[config.mk]
export PLATFORM = sky130hd
export DESIGN_NAME = pc_fetch_controller
export DESIGN_NICKNAME = d
export VERILOG_FILES = /design/src/rtl/pc_fetch_controller.sv
export SDC_FILE = /design/constraint.sdc
export NUM_CORES = 1
export LEC_CHECK = 0
export ABC_AREA = 1
export CAP_MARGIN = 5
export CORE_MARGIN = 1
export CORE_UTILIZATION = 55
export DETAILED_ROUTE_END_ITERATION = 16
export PLACE_DENSITY_LB_ADDON = 0.12
export REMOVE_ABC_BUFFERS = 1
export SLEW_MARGIN = 5
export SYNTH_ARGS = -nofsm -noshare
export SYNTH_HDL_FRONTEND = slang
export SYNTH_SLANG_ARGS = --single-unit
[constraint.sdc]
create_clock -name clock -period 2.7 [get_ports clock]
set_clock_uncertainty 0.15 [all_clocks]
set_input_delay 0.54 -clock clock [delete_from_list [all_inputs] [get_ports clock]]
set_output_delay 0.54 -clock clock [all_outputs]
set_load 0.005 [all_outputs]
[src/rtl/pc_fetch_controller.sv]
// Program-counter fetch sequencer: issues word fetches over a req/ack handshake and
// delivers instruction/PC pairs to decode over valid/ready, with stall, redirect and fault handling.
module pc_fetch_controller #(
    parameter logic [31:0] RESET_VECTOR = 32'h0000_0000,
    parameter int unsigned MAX_WAIT     = 16
) (
    input  logic        clock,
    input  logic        reset_n,
    input  logic        stall,
    input  logic        redirect_valid,
    input  logic [31:0] redirect_target,
    output logic        imem_req,
    output logic [31:0] imem_addr,
    input  logic        imem_ack,
    input  logic [31:0] imem_rdata,
    output logic        instr_valid,
    output logic [31:0] instr,
    output logic [31:0] instr_pc,
    input  logic        instr_ready,
    output logic [31:0] pc,
    output logic        fetch_error
);

    typedef enum logic [2:0] {BOOT, REQ, DELIVER, HOLD, HALT} state_t;

    localparam logic [7:0] WAIT_LAST = 8'(MAX_WAIT - 1);

    state_t      state, state_n;
    logic [31:0] pc_n, instr_n, instr_pc_n;
    logic [31:0] target_q, target_n;
    logic        req_n, valid_n, error_n;
    logic        squash_q, squash_n;
    logic        halt_pend_q, halt_pend_n;
    logic [7:0]  wait_q, wait_n;
    logic        redir_ok, redir_bad;

    assign redir_ok  = redirect_valid && (redirect_target[1:0] == 2'b00);
    assign redir_bad = redirect_valid && (redirect_target[1:0] != 2'b00);
    assign imem_addr = pc;

    always_comb begin
        // NOTE: every signal written here gets its hold value first, so no path can infer a latch.
        state_n     = state;
        pc_n        = pc;
        req_n       = imem_req;
        valid_n     = instr_valid;
        instr_n     = instr;
        instr_pc_n  = instr_pc;
        error_n     = fetch_error;
        target_n    = target_q;
        squash_n    = squash_q;
        halt_pend_n = halt_pend_q;
        wait_n      = wait_q;

        // A misaligned redirect faults at once but halts only once nothing is outstanding.
        if (redir_bad && state != HALT) begin
            error_n     = 1'b1;
            halt_pend_n = 1'b1;
        end

        case (state)
            BOOT: begin
                if (halt_pend_n) begin
                    state_n = HALT;
                end else begin
                    if (redir_ok) pc_n = redirect_target;
                    state_n = REQ;
                    req_n   = 1'b1;
                end
            end

            REQ: begin
                if (!imem_req) begin
                    // Idle gap after a discarded response; the next request goes out now.
                    if (halt_pend_n) begin
                        state_n = HALT;
                    end else begin
                        if (redir_ok) pc_n = redirect_target;
                        req_n = 1'b1;
                    end
                end else if (imem_ack) begin
                    wait_n = 8'd0;
                    req_n  = 1'b0;
                    if (halt_pend_n) begin
                        squash_n = 1'b0;
                        state_n  = HALT;
                    end else if (redir_ok) begin
                        squash_n = 1'b0;
                        pc_n     = redirect_target;
                    end else if (squash_q) begin
                        squash_n = 1'b0;
                        pc_n     = target_q;
                    end else begin
                        instr_n    = imem_rdata;
                        instr_pc_n = pc;
                        pc_n       = pc + 32'd4;
                        valid_n    = 1'b1;
                        state_n    = DELIVER;
                    end
                end else if (wait_q == WAIT_LAST) begin
                    req_n   = 1'b0;
                    error_n = 1'b1;
                    state_n = HALT;
                end else begin
                    wait_n = wait_q + 8'd1;
                    if (redir_ok) begin
                        squash_n = 1'b1;
                        target_n = redirect_target;
                    end
                end
            end

            DELIVER: begin
                if (halt_pend_n) begin
                    valid_n = 1'b0;
                    state_n = HALT;
                end else if (redir_ok || instr_ready) begin
                    valid_n = 1'b0;
                    if (redir_ok) pc_n = redirect_target;
                    if (stall) begin
                        state_n = HOLD;
                    end else begin
                        state_n = REQ;
                        req_n   = 1'b1;
                    end
                end
            end

            HOLD: begin
                if (halt_pend_n) begin
                    state_n = HALT;
                end else begin
                    if (redir_ok) pc_n = redirect_target;
                    if (!stall) begin
                        state_n = REQ;
                        req_n   = 1'b1;
                    end
                end
            end

            default: begin
                req_n   = 1'b0;
                valid_n = 1'b0;
            end
        endcase
    end

    always_ff @(posedge clock or negedge reset_n) begin
        if (!reset_n) begin
            state       <= BOOT;
            pc          <= RESET_VECTOR;
            imem_req    <= 1'b0;
            instr_valid <= 1'b0;
            instr       <= 32'd0;
            instr_pc    <= 32'd0;
            fetch_error <= 1'b0;
            target_q    <= 32'd0;
            squash_q    <= 1'b0;
            halt_pend_q <= 1'b0;
            wait_q      <= 8'd0;
        end else begin
            // NOTE: non-blocking assignments so every register updates from pre-edge values.
            state       <= state_n;
            pc          <= pc_n;
            imem_req    <= req_n;
            instr_valid <= valid_n;
            instr       <= instr_n;
            instr_pc    <= instr_pc_n;
            fetch_error <= error_n;
            target_q    <= target_n;
            squash_q    <= squash_n;
            halt_pend_q <= halt_pend_n;
            wait_q      <= wait_n;
        end
    end

endmodule

==> results.toml, run 1 <==
[worst_setup_path]
cp_max_fo = 6
cp_common_cell = "nand2_1"
max_stage_delay_ns = 0.49
cp_slowest_cell = "dfrtp_1"
r2r-start = "imem_addr[3]"
crit_chain = "ha_1 > nand2_1 > nor2_1 > nand2_1 > nor2_1 > nand3_1 > nand3_1 > nand2_1 > nand2_1 > nand2_1 > a21boi_1"
reg2regPathDepth = 11
crit_required_ns = 2.90
r2r_end = "imem_addr[22]"
rrSetupSlack_ns = 0.28
arrival_ns = 2.61
critPathKind = "register to register"
worstSetupEndpointType = "register"
start_kind = "register"

[finish]
diodes = 0
regArea_um2 = 3600
multi_input_area_um2 = 4230
fin_cells = 1548
final_util_pct = 74.3
nets = 1396
fill_cells = 1171
syn_to_final_growth_pct = 31.7
stdcell_area_um2 = 11300
final_layout_size_suffix_gt1_share_pct = 10.8

[die]
dieHeight_um = 127
die-area_um2 = 16100
die_w_um = 127
num_io_pins = 201
start_util_pct = 56.4
rows = 45
coreArea_um2 = 15300

[detailed_routing]
drt_iter0_markers = 806
viasPerCell = 5.47
routedWlPerCell_um = 15.8
ant_nets = 0
drt-pass1-iter-count = 6
wl_mm = 24.4
num_vias = 8467
drcViolationCount = 0

[clock_tree]
cts_buffers = 17
clock-sinks = 144
cts_tree = "yes"
ctsResizeCount = 0
insertion_delay_ns = 0.43
cts.clk_slew.worst_paths_ns = 0.06
cts_root_buffer = "clkbuf_16"
clk_path_buf_depth = 2
h-tree-depth = 4

[place]
place_congestion = 0.890
dp_hpwl_mm = 17.2
placed_area_um2 = 10700
io_buffers = 200
numPlacedInstances = 1515

[power_and_ir_drop]
switching_share_pct = 24.3
ir_drop_mv = 0.390
sequentialPowerShare_pct = 45.8
p_leak_nw = 5.51
power.share.clock_pct = 49.3
power_density_nw_per_um2 = 417
p_int_w = 0.00358
power.switching_w = 0.00115
power_frac_comb_pct = 4.9

[sta]
rsz0062_at_grt = "false"
finalHoldViolations = 0
fin_crit_sh_pct = 89.5
holdWs_ns = 0.332
tightest_slew_ns = 0.571
slew_headroom_pct = 61.9
fmax_mhz = 414
maxSlewViolCount = 0
setup_viol = 0
fin_crit_ns = 2.42

[synthesis]
ys_types = 43
synth_top_area_share_pct = 41.9
ys_top_cells_by_count = "366 x nand2_1, 144 x dfrtp_1, 124 x nor2_1, 113 x o21ai_0, 75 x inv_1"
seq_area_frac_synth_pct = 41.9
synth_seq_cells = 144
yosysWarnings = 0
synth_most_common_cell = "nand2_1"
synth_area_um2 = 8600
synth_area_leaders = "dfrtp_1 42%, nand2_1 16%, o21ai_0 6.6%, mux2_2 6.0%, nor2_1 5.4%"
synth_flop_cell = "dfrtp_1"
synth_top_area_cell = "dfrtp_1"
synthCells = 1148
synth_edf_count = 0
synth_area_per_cell_um2 = 7.49
async_reset_ff_share_pct = 100

[global_routing]
grt_pass1_wl_mm = 40.0
grt.total_usage_pct = 31.3
grt_overflow = 0
grt_pass1_vias = 8056
grt_max_degree = 71
antenna_found_initial = 0

[worst_hold_path]
hold_class = "register to register"
holdPathEnd = "instr_pc[24]"
hold_depth = 2
hp-start = "instr_pc[24]"

[run_status]
status = "finished, final reports clean"

[flow_run]
cap_violations = 0
[area by class of cell]
class,count,area share (%)
Clock inverter,15,1.36
Multi-Input combinational cell,845,37.4
Clock buffer,17,3.75
Inverter,84,2.78
Timing Repair Buffer,232,20.6
Sequential cell,144,31.8
Tap cell,211,2.33
[power groups by stage]
stage	registers (W)	clock network, W	logic, W
finish	0.00217	0.00233	0.000233
detailed placement	0.00221	0	0.000234
global placement	0.00221	0	0.000230
global route	0.00216	0.00245	0.000258
CTS	0.00217	0.00234	0.000236
floorplan	0.00220	0	0.0000475
[critical path: cells and delay by family, from the launching register on]
kind	cells	cell delay [ns]
adder cells (fa/ha/maj)	1	0.27
AO/OA/AOI/OAI	1	0.13
AND/OR/NAND/NOR	9	1.31
flip-flops	1	0.49
[metrics by stage]
step	setup TNS [ns]	total power, W	worst slack, ns
after detailed placement	0	0.00244	0.108
after global routing	0	0.00487	0.0944
after global placement	0	0.00244	0.164
after CTS	0	0.00474	0.329
final	0	0.00473	0.283
after floorplan	-84.64	0.00225	-1.25
[per-layer routing]
metal	global-route usage (%)	vias up	wire (um)
met2	52.5	433	11700
met5	0	-	0
met4	10.9	0	450
met1	41.0	3950	10300
li1	-	4049	-
met3	5.32	35	1970
[cells in the final DEF, fill, tap and decap left out, types with 5 or more instances in the layout]
cell type / Yosys / final
clkbuf_16: 0 / 17
buf_4: 33 / 24
or2_2: 13 / 13
o211ai_1: 10 / 10
nor2_1: 124 / 124
inv_2: 8 / 8
mux2_2: 46 / 46
dfrtp_1: 144 / 144
clkdlybuf4s50_1: 0 / 199
buf_12: 0 / 7
nor3_1: 8 / 8
clkinv_4: 0 / 5
a21oi_1: 36 / 36
mux2_1: 14 / 14
o21ai_0: 113 / 113
nand2_1: 366 / 366
nand3_1: 58 / 57
inv_1: 75 / 75
a21boi_1: 15 / 15
[worst max-delay path by stage]
| stage | from | endpoint | slack (ns) | cells past startpoint |
|---|---|---|---|---|
| 6_report | imem_addr[3] | imem_addr[22] | 0.28 | 11 |
| 5_1_grt | imem_addr[3] | imem_addr[22] | 0.09 | 11 |
| 4_1_cts | state[2] | imem_addr[25] | 0.33 | 10 |
| 3_5_place_dp | redirect_target[0] | state[1] | 0.11 | 13 |
| 3_3_place_gp | redirect_valid | imem_addr[26] | 0.16 | 8 |
| 2_1_floorplan | redirect_target[0] | instr[0] | -1.25 | 6 |
[registers in the layout (all words and copies together) (netlist names)]
register / count
imem_addr: 32
instr: 32
instr_pc: 32
target_q: 32
wait_q: 8
state: 3
fetch_error: 1
halt_pend_q: 1
imem_req: 1
instr_valid: 1
squash_q: 1
[timing repair]
| action | in CTS | in global routing |
|---|---|---|
| endpoints found under the hold margin | 56 | 0 |
| endpoints found under the setup margin | 0 | 0 |
| setup buffers | 0 | 0 |
| hold buffers | 1 | 0 |
[cell families (layout without fill, tap and decap cells)]
kind of cell             after synthesis  count (layout)  synth area share (%)
AND/OR/NAND/NOR                      589             589                  28.3
AO/OA/AOI/OAI                        190             190                  12.2
XOR/XNOR                               4               4                 0.407
flip-flops                           144             144                  41.9
adder cells (fa/ha/maj)                2               2                 0.291
multiplexers                          60              60                  7.85
buffers and inverters                159             348                  9.05
(Power assumes the default switching activity.)
==> run 2: changes to the inputs <==
--- a/config.mk
+++ b/config.mk
@@ -7,7 +7,7 @@
 export LEC_CHECK = 0
 export ABC_AREA = 1
 export CAP_MARGIN = 5
-export CORE_MARGIN = 1
+export CORE_MARGIN = 4
 export CORE_UTILIZATION = 55
 export DETAILED_ROUTE_END_ITERATION = 16
 export PLACE_DENSITY_LB_ADDON = 0.12
==> run 2 against run 1 <==
Net effect: final cell count hardly changed; sequential cell count did not move; routed wire length is 2.1% higher; worst hold slack better by 0.0020 ns; power is 1.4% higher; critical path type unchanged; sequential power about the same; core utilization rose by 0.22 points; cell area up 0.30%.
==> results.toml, run 2 (synthesis results as in run 1) <==
[worst_setup_path]
cpLargestDelayFamily = "simple AND/OR/NAND/NOR gates"
cp_common_cell = "nand2_1"
critPathKind = "register to register"
r2r-start = "imem_addr[2]"
cp.depth = 11
arrival_ns = 2.54
crit_end = "imem_addr[20]"
crit_required_ns = 2.91
start_kind = "register"
cp_max_fo = 6
max_stage_delay_ns = 0.46
startpoint = "imem_addr[2]"
rrSetupSlack_ns = 0.36
reg2regPathDepth = 11
crit_buf_inv = 0
worstSetupEndpointType = "register"
cp_slowest_cell = "dfrtp_1"
crit_chain = "ha_1 > nand2_1 > nor2_1 > nand2_1 > nor2_1 > nand3_1 > nand3_1 > nand2_1 > nand2_1 > nand2_1 > a21boi_1"
r2r_end = "imem_addr[20]"

[finish]
layout.cells.most_common_list = "366 x nand2_1, 199 x clkdlybuf4s50_1, 144 x dfrtp_1, 124 x nor2_1, 113 x o21ai_0"
final_layout_size_suffix_gt1_share_pct = 10.6
diodes = 0
fill_cells = 1197
syn_to_final_growth_pct = 32.1
fin_cells = 1547
stdcell_area_um2 = 11400
nets = 1395
mostFrequentLayoutCell = "nand2_1"

[flow_run]
cap_violations = 0

[clock_tree]
clk_path_buf_depth = 2
insertion_delay_ns = 0.43
cts_setup_buffers = 0
ctsResizeCount = 0
cts_hold_buffers = 1
cts_tree = "yes"
cts_buffers = 17
clock-sinks = 144
cts.clk_slew.worst_paths_ns = 0.06
cts_root_buffer = "clkbuf_16"
h-tree-depth = 4

[worst_hold_path]
hp-start = "instr_pc[20]"
hold_class = "register to register"

[power_and_ir_drop]
power_frac_comb_pct = 5.0
total_power_w = 0.00479
power.switching_w = 0.00111
power.share.clock_pct = 49.9
sequentialPowerShare_pct = 45.2
ir_drop_mv = 0.393
switching_share_pct = 23.1
p_leak_nw = 5.52
p_int_w = 0.00369
power_density_nw_per_um2 = 422

[global_routing]
grt_pass1_wl_mm = 41.5
grt.total_usage_pct = 28.7
grt_pass1_vias = 8292
grt_max_degree = 57
antenna_found_initial = 0
grt_overflow = 0

[detailed_routing]
drt_iter0_markers = 768
num_vias = 8544
drt-pass1-iter-count = 8
drcViolationCount = 0
ant_nets = 0
wl_mm = 24.9
routedWlPerCell_um = 16.1
viasPerCell = 5.52

[die]
die-area_um2 = 17700
coreArea_um2 = 15300
num_io_pins = 201
rows = 45
start_util_pct = 56.4
dieHeight_um = 133
die_w_um = 133

[place]
io_buffers = 200
placed_area_um2 = 10800
place_congestion = 0.884
dp_hpwl_mm = 17.5
numPlacedInstances = 1514

[sta]
slew_headroom_pct = 61.3
fmax_mhz = 428
finalHoldViolations = 0
setup_viol = 0
maxSlewViolCount = 0
fin_crit_sh_pct = 86.5
rsz0062_at_grt = "false"
fin_crit_ns = 2.34
tightest_slew_ns = 0.574
setup_tns_ns = 0

[run_status]
status = "finished, final reports clean"
[run 2: layout make-up]
cell class,count,area (um2),area share [%]
timing repair buffer,231,2350,20.7
multi-input combinational,845,4230,37.3
clock buffer,19,443,3.90
clock inverter,13,153,1.34
sequential,144,3600,31.7
inverter,84,315,2.77
tap,211,264,2.32
[run 2: worst min-delay path, cell delays in order, from the launching register on]
cell     delay (ns)
dfrtp_1        0.34
nand2_1        0.05
o21ai_0        0.06
[run 2: routing by layer]
layer	vias to the layer above	global-route usage, %	routed length, um
li1	4050	-	-
met1	4030	38.4	10400
met2	411	47.5	12000
met3	53	4.90	1880
met4	0	9.58	582
met5	-	0	0
[run 2: power groups by stage]
| stage | Combinational, W | Sequential [W] | Clock, W |
|---|---|---|---|
| finish | 0.000238 | 0.00216 | 0.00239 |
| global route | 0.000262 | 0.00216 | 0.00251 |
| CTS | 0.000241 | 0.00216 | 0.00241 |
| detailed placement | 0.000237 | 0.00220 | 0 |
| global placement | 0.000234 | 0.00220 | 0 |
| floorplan | 0.0000475 | 0.00220 | 0 |
[run 2: worst min path at each step]
stage / cells past startpoint / endpoint
floorplan: 0 / fetch_error
global placement: 2 / target_q[0]
detailed placement: 2 / target_q[0]
CTS: 2 / instr_pc[20]
global route: 2 / instr_pc[25]
finish: 2 / instr_pc[20]
[run 2: per-stage QoR]
stage / util, % / worst slack (ns) / hold WS [ns]
floorplan: - / -1.25 / 0.0944
global placement: 70.5 / 0.157 / 0.310
detailed placement: 70.5 / 0.125 / 0.322
CTS: 74.5 / 0.384 / 0.338
global route: 74.5 / 0.0686 / 0.349
finish: 74.5 / 0.364 / 0.335
